### src/rtl/inst_decode_ctrl.sv
// Decode stage behind instruction fetch: buffers fetched words, resolves J/JAL/JR, hands the rest to execute.
// Optional INST_DECODE_STATS_EN adds retired/jump/flushed event counters.
module inst_decode_ctrl #(
   parameter int p_word_bits      = 32,
   parameter int p_addr_bits      = 32,
   parameter int p_buf_depth      = 4,
   parameter int p_buf_depth_log2 = 2,
   parameter int p_flush_cycles   = 8
) (
   input  logic                   clk,
   input  logic                   rst,
   input  logic [p_word_bits-1:0] i_inst,
   input  logic                   i_inst_valid,
   output logic                   o_inst_complete,
   output logic [p_addr_bits-1:0] o_j_addr,
   output logic                   o_j_valid,
   output logic [p_addr_bits-1:0] o_jal_addr,
   output logic                   o_jal_valid,
   output logic [p_addr_bits-1:0] o_jr_addr,
   output logic                   o_jr_valid,
   output logic [4:0]             o_rs_idx,
   input  logic [p_word_bits-1:0] i_rs_data,
   output logic [p_addr_bits-1:0] o_link_addr,
   output logic                   o_link_valid,
   output logic [p_word_bits-1:0] o_dec_inst,
   output logic [p_addr_bits-1:0] o_dec_pc,
   output logic                   o_dec_valid,
   input  logic                   i_dec_ready,
   output logic                   o_overflow
`ifdef INST_DECODE_STATS_EN
   ,
   output logic [31:0]            o_stat_retired,
   output logic [31:0]            o_stat_jumps,
   output logic [31:0]            o_stat_flushed
`endif
);

   localparam int cnt_w   = p_buf_depth_log2 + 1;
   localparam int flush_w = $clog2(p_flush_cycles + 2);
   localparam logic [cnt_w-1:0]   cnt_full   = cnt_w'(p_buf_depth);
   localparam logic [flush_w-1:0] flush_load = flush_w'(p_flush_cycles);

   typedef enum logic [1:0] {IDLE, DISPATCH, FLUSH} state_t;

   state_t                        state;
   logic [p_word_bits-1:0]        mem [p_buf_depth];
   logic [p_buf_depth_log2-1:0]   wr_ptr, rd_ptr;
   logic [cnt_w-1:0]              count;
   logic [p_addr_bits-1:0]        pc;
   logic [flush_w-1:0]            flush_cnt;

   logic [p_word_bits-1:0]        head;
   logic                          head_valid, is_j, is_jal, is_jr, is_jump;
   logic                          push, push_ok, pop, full;
   logic [p_addr_bits-1:0]        abs_target, pc_next4;

   always_comb begin
      head       = mem[rd_ptr];
      head_valid = (state == DISPATCH);
      is_j       = head_valid && (head[31:26] == 6'h02);
      is_jal     = head_valid && (head[31:26] == 6'h03);
      is_jr      = head_valid && (head[31:26] == 6'h00) && (head[5:0] == 6'h08);
      is_jump    = is_j || is_jal || is_jr;
      abs_target = {pc[p_addr_bits-1:28], head[25:0], 2'b00};
      pc_next4   = pc + p_addr_bits'(4);
      full       = (count == cnt_full);
      pop        = head_valid && !is_jump && i_dec_ready;
      // the jump cycle clears the buffer, so a word arriving alongside it is dropped too
      push       = i_inst_valid && (state != FLUSH) && !is_jump;
      push_ok    = push && (!full || pop);
   end

   assign o_dec_valid     = head_valid && !is_jump;
   assign o_dec_inst      = head;
   assign o_dec_pc        = pc;
   assign o_rs_idx        = head[25:21];
   assign o_j_valid       = is_j;
   assign o_j_addr        = abs_target;
   assign o_jal_valid     = is_jal;
   assign o_jal_addr      = abs_target;
   assign o_jr_valid      = is_jr;
   assign o_jr_addr       = p_addr_bits'(i_rs_data);
   assign o_link_valid    = is_jal;
   assign o_link_addr     = pc_next4;
   assign o_inst_complete = is_jump || pop;

   always_ff @(posedge clk) begin
      if (push_ok) mem[wr_ptr] <= i_inst;
   end

   always_ff @(posedge clk) begin
      if (rst) begin
         state      <= IDLE;
         wr_ptr     <= '0;
         rd_ptr     <= '0;
         count      <= '0;
         pc         <= '0;
         flush_cnt  <= '0;
         o_overflow <= 1'b0;
      end else begin
         if (push_ok) wr_ptr <= wr_ptr + p_buf_depth_log2'(1);
         if (pop)     rd_ptr <= rd_ptr + p_buf_depth_log2'(1);
         if (push && full && !pop) o_overflow <= 1'b1;
         case ({push_ok, pop})
            2'b10:   count <= count + cnt_w'(1);
            2'b01:   count <= count - cnt_w'(1);
            default: count <= count;
         endcase

         case (state)
            IDLE: if (push_ok) state <= DISPATCH;
            DISPATCH: begin
               if (is_jump) begin
                  pc        <= is_jr ? p_addr_bits'(i_rs_data) : abs_target;
                  wr_ptr    <= '0;
                  rd_ptr    <= '0;
                  count     <= '0;
                  flush_cnt <= flush_load;
                  state     <= (p_flush_cycles == 0) ? IDLE : FLUSH;
               end else if (pop) begin
                  pc <= pc_next4;
                  if (count == cnt_w'(1) && !push_ok) state <= IDLE;
               end
            end
            FLUSH: begin
               if (flush_cnt <= flush_w'(1)) begin
                  flush_cnt <= '0;
                  state     <= IDLE;
               end else begin
                  flush_cnt <= flush_cnt - flush_w'(1);
               end
            end
            default: state <= IDLE;
         endcase
      end
   end

`ifdef INST_DECODE_STATS_EN
   always_ff @(posedge clk) begin
      if (rst) begin
         o_stat_retired <= '0;
         o_stat_jumps   <= '0;
         o_stat_flushed <= '0;
      end else begin
         if (o_inst_complete)                     o_stat_retired <= o_stat_retired + 32'd1;
         if (is_jump)                             o_stat_jumps   <= o_stat_jumps + 32'd1;
         if (state == FLUSH && i_inst_valid)      o_stat_flushed <= o_stat_flushed + 32'd1;
      end
   end
`endif

endmodule

### config.mk
export PLATFORM = sky130hd
export DESIGN_NAME = inst_decode_ctrl
export DESIGN_NICKNAME = d
export VERILOG_FILES = /design/src/rtl/inst_decode_ctrl.sv
export SDC_FILE = /design/constraint.sdc
export NUM_CORES = 1
export LEC_CHECK = 0
export CELL_PAD_IN_SITES_DETAIL_PLACEMENT = 1
export CELL_PAD_IN_SITES_GLOBAL_PLACEMENT = 2
export CORE_MARGIN = 8
export CORE_UTILIZATION = 30
export DETAILED_ROUTE_END_ITERATION = 6
export MAX_ROUTING_LAYER = met4
export PLACE_DENSITY_LB_ADDON = 0.1
export SETUP_SLACK_MARGIN = 0.02
export SLEW_MARGIN = 20
export SYNTH_ARGS = -nofsm -noshare
export SYNTH_HDL_FRONTEND = slang
export SYNTH_SLANG_ARGS = --single-unit
### constraint.sdc
create_clock -name clk -period 4.2 [get_ports clk]
set_clock_uncertainty 0.2 [all_clocks]
set_input_delay 0.63 -clock clk [delete_from_list [all_inputs] [get_ports clk]]
set_output_delay 0.63 -clock clk [all_outputs]
set_load 0.02 [all_outputs]
# After elaboration in Yosys (flattened, before gate mapping)
# Memories as Yosys holds them, arrays and structs flattened. A register that Yosys moved wholly into a read port is not among the register bits.
# Index checks and enable logic that the tools add are counted.
# classes
n_eq_ne	16
magnitude_cmp	1
multipliers	0
shifts	0
n_mux	24
reduce_logical	28
bitwise	0
div	0
add_sub_neg	6
# ops
op	count
2-to-1 mux 32 bit	3
adder 32 x 3 -> 32 bit, second input constant	1
2-to-1 mux 2 bit	12
== test 6 x 2 -> 1 bit, second input constant	2
logical AND 1 bit	12
2-to-1 mux 4 bit	2
inequality test 2 bit, second input constant	4
one-hot mux 4 bit (2 select lines)	1
== test 6 x 4 -> 1 bit, second input constant	1
zero test 6 bit	1
2-to-1 mux 3 bit	2
inequality test 3 x 1 -> 1 bit, second input constant	2
one-hot mux 2 bit (3 select lines)	1
one-hot mux 3 bit (2 select lines)	1
adder 2 x 1 -> 2 bit, second input constant	2
== test 2 x 1 -> 1 bit, second input constant	2
== test 2 bit, second input constant	2
<= comparator 4 x 1 -> 1 bit, second input constant	1
zero test 1 bit	4
logical OR 1 bit	4
AND reduction 2 bit	2
AND reduction 4 bit	1
nonzero test 2 bit	2
subtractor 4 x 1 -> 4 bit, second input constant	1
8 further kinds	9
# totals
mem_bits_ro	0
regBits	46
inputBits	68
n_memories	1
latchBits	0
output_inout_bits	204
wordCells	84
mem_bits_rw	128
# mem_list
name	words	word_bits	rd	rd_ports_with_merged_regs	wr	line	text
mem	4	32	1	1	1	46	logic [p_word_bits-1:0] mem [p_buf_depth];

# Logic depth before layout (Yosys ltp)
# Gate-level depths: netlist (run 1).
# depth
ltp_word	15
depth_mapped	16
ltp_nobuf	11

# Least setup slack after synthesis (run 1)
# OpenSTA, ideal clock, no wires.
# synth_timing
path_type	reg2reg
start	register rd_ptr[0] (netlist name)
end	memory mem[0][0] (enable)
required_ns	3.608
path_buffers	3
t_arrival_ns	2.871
setup_time_ns	0.392
setup_slack_ns	0.737
synth_period_minus_slack_ns	3.463
path_stages_with_launch	9
path_cell_list	dfxtp_1 > buf_6 > buf_6 > mux4_2 > and4_4 > buf_6 > a21o_4 > nor2_1 > and2_1
# synth_rtl
element	line
end: declaration	46

==> results of run 1 <==
## path summary, 6_finish.rpt
kind	from	endpoint	slack, ps	cells after the start
worst max-delay path	rd_ptr[0]	o_jr_valid	180	6
worst max register to register	rd_ptr[0]	count[2]	520	11
worst min register to register	o_dec_pc[0]	o_dec_pc[0]	300	2
worst min-delay path	o_dec_pc[0]	o_dec_pc[0]	300	2
## power by group
group          total [W]  switching [W]  internal (W)
sequential       0.00197      0.0000404       0.00193
clock            0.00157       0.000764      0.000805
combinational   0.000939       0.000518      0.000421
## through the flow
| stage | area, sq um | cells |
|---|---|---|
| global placement | 11190 | 1236 |
| floorplan | 8792 | 700 |
| detailed placement | 11190 | 1236 |
| finish | 11800 | 1268 |
| global route | 11800 | 1268 |
| CTS | 11800 | 1268 |
## timing repair
item | 4_1_cts | 5_1_grt
resized for setup | 4 | 2
endpoints found under the hold margin | 0 | 0
endpoints found under the setup margin | 4 | 4
## tightest hold or removal path, stage by stage, from the launching register on
cell	delay, ps
dfxtp_1	330
nand3_1	70
a21oi_1	60
## registers in the layout (all words and copies together) (netlist names)
name / flops
wr_ptr: 2
o_dec_pc: 32
count: 3
rd_ptr: 2
flush_cnt: 4
mem: 128
state: 2
o_overflow: 1
## logic make-up (layout without fill, tap and decap cells)
family	Yosys count	after routing	share of synthesized area, %
flip-flops	174	174	54.26
adder cells (fa/ha/maj)	13	13	1.852
AND/OR/NAND/NOR	162	162	10.02
multiplexers	37	37	8.535
other	1	4	0.04271
XOR/XNOR	43	43	4.289
buffers and inverters	162	346	12.35
AO/OA/AOI/OAI	105	105	8.649
## cell usage after synthesis (5+ instances only)
master    count
and3_1        9
a21oi_1      24
nand2_1      26
dfxtp_1      46
clkbuf_1     13
buf_4       107
xor2_1       19
nor4_1        7
ha_1         13
inv_1        20
and2_1        8
a22oi_1       7
a31oi_1       5
xnor2_1      24
buf_2        11
mux4_2       30
nand3_1      15
nor3_1       19
o21ai_0      19
and4_1        7
nand4_1       5
nor2_1       42
edfxtp_1    128
buf_6         8
a211oi_1     11
## cell type report
class	instances	area (sq um)	share of cell area, %
inverter	22	83.83	0.7103
clock inverter	14	167.7	1.421
timing repair buffer	292	2908	24.64
clock buffer	18	429.2	3.636
multi-input combinational	364	2964	25.11
tap	384	480.5	4.071
sequential	174	4770	40.41
## routing by layer
metal	vias up	global-route usage, %	share of wire [%]
met5	-	-	0
met2	194	27.34	48
li1	2825	-	-
met4	0	4.215	1.1
met3	18	4.940	6.8
met1	3073	20.49	44
==> results.py, run 1 <==
metrics = {
    "layout": {
        "final_cell_mix": "clkdlybuf4s50_1, edfxtp_1, dfxtp_1",
        "n_antenna_cell": 0,
        "fillers": 3043,
        "post-route-util_pct": 41.01,
        "nNetsFinal": 952,
        "final_common_cell": "clkdlybuf4s50_1",
        "area_growth_pct": 34.41,
        "drive_gt1_share_pct": 13.46,
    },
    "worst_setup_path": {
        "critPathKind": "reg2out",
        "arrival_ps": 3190,
        "max_stage_delay_ps": 610,
        "crit_required_ps": 3370,
        "crit_path_cell_trace": "mux4_2 -> nor4_1 -> and4_4 -> nand2_4 -> clkinv_2 -> clkdlybuf4s50_1",
        "startpoint_type": "flip-flop",
        "critPathTopFamily": "simple AND/OR/NAND/NOR gates",
        "crit_fanout": 23,
        "worst-path-buf-inv": 2,
        "slowest_stage": "clkdlybuf4s50_1",
        "end_kind": "output pin",
    },
    "power": {
        "total_power_w": 0.004479,
        "power_density_nw_per_um2": 379.5,
        "ir_drop_uv": 197.2,
        "p_leak_nw": 4.003,
    },
    "floorplanning": {
        "core_sq_um": 28780,
        "rows": 62,
        "die_w_um": 187.1,
        "die_h_um": 187.1,
        "start_util_pct": 30.51,
        "ioPinCount": 272,
        "dieArea_sq_um": 35000,
    },
    "place": {
        "post-place-ws_ps": 284.3,
        "port_buffers": 267,
        "gp_congestion": 0.7682,
        "hpwl_um": 22810,
    },
    "timing": {
        "post-route-period-util_pct": 95.74,
        "tightest_slew_ps": 576.2,
        "rsz0062_at_grt": "false",
        "max_freq_mhz": 248.7,
        "setup_viol": 0,
        "relSlewSlack_pct": 61.50,
        "final.setup.worst_slack_ps": 178.9,
        "hold_viol": 0,
        "period_needed_ps": 4021,
        "fin_setup_tns_ps": 0,
        "holdWs_ps": 297.5,
        "maxSlewViolCount": 0,
    },
    "synthesis": {
        "yosys_warnings": 0,
        "async_flop_share_pct": 0,
        "yosysTopAreaCell": "edfxtp_1",
        "synth-seq-area-share_pct": 54.26,
        "synth-edff-count": 128,
        "synth_top_area_share_pct": 43.77,
        "syn_area_sq_um": 8781,
        "synth_area_per_cell_sq_um": 12.60,
        "synth_ff_type": "edfxtp_1",
        "syn_inst": 697,
        "synth_seq_cells": 174,
        "ys_top_cells_by_area": "edfxtp_1, dfxtp_1, buf_4",
        "synth.distinct_cells": 66,
    },
    "clock_network": {
        "root_buffer": "clkbuf_16",
        "insertion_delay_ps": 430,
        "cts_buffers": 17,
        "cts_max_level": 4,
        "post_cts.repair.setup_buffers": 0,
        "cts_tree": "built",
        "clockBufferDepth": 2,
        "postCtsHoldBufs": 0,
        "clock-sinks": 174,
        "clk_pin_slew_ps": 80,
    },
    "detailed_routing": {
        "drc_errors": 0,
        "drt_iter0_markers": 319,
        "drt_wl_total_um": 29470,
        "dr.pass1.iters": 4,
        "avgRoutedWirePerCell_um": 23.24,
        "via_per_inst": 4.819,
        "antenna_left": 0,
        "routed-via-count": 6110,
    },
    "global_routing": {
        "grt_pass1_vias": 6735,
        "grt_use_total_pct": 16.90,
        "antenna_found_initial": 1,
        "grt-ovfl-total": 0,
        "grt_pass1_wl_um": 43910,
        "grt_max_degree": 29,
    },
    "worst_hold_path": {
        "hp-class": "reg2reg",
    },
    "status": {
        "status": "finished clean",
    },
    "run": {
        "timing.max_cap.violations": 0,
    },
}
Note: power is estimated with default switching activity, not from simulation.
==> inputs of run 2 (changes only) <==
--- a/config.mk
+++ b/config.mk
@@ -5,6 +5,7 @@
 export SDC_FILE = /design/constraint.sdc
 export NUM_CORES = 1
 export LEC_CHECK = 0
+export ABC_CLOCK_PERIOD_IN_PS = 4200
 export CELL_PAD_IN_SITES_DETAIL_PLACEMENT = 1
 export CELL_PAD_IN_SITES_GLOBAL_PLACEMENT = 2
 export CORE_MARGIN = 8
==> results of run 2 <==
The final DEF is identical to that of run 1; final timing and power are the same.
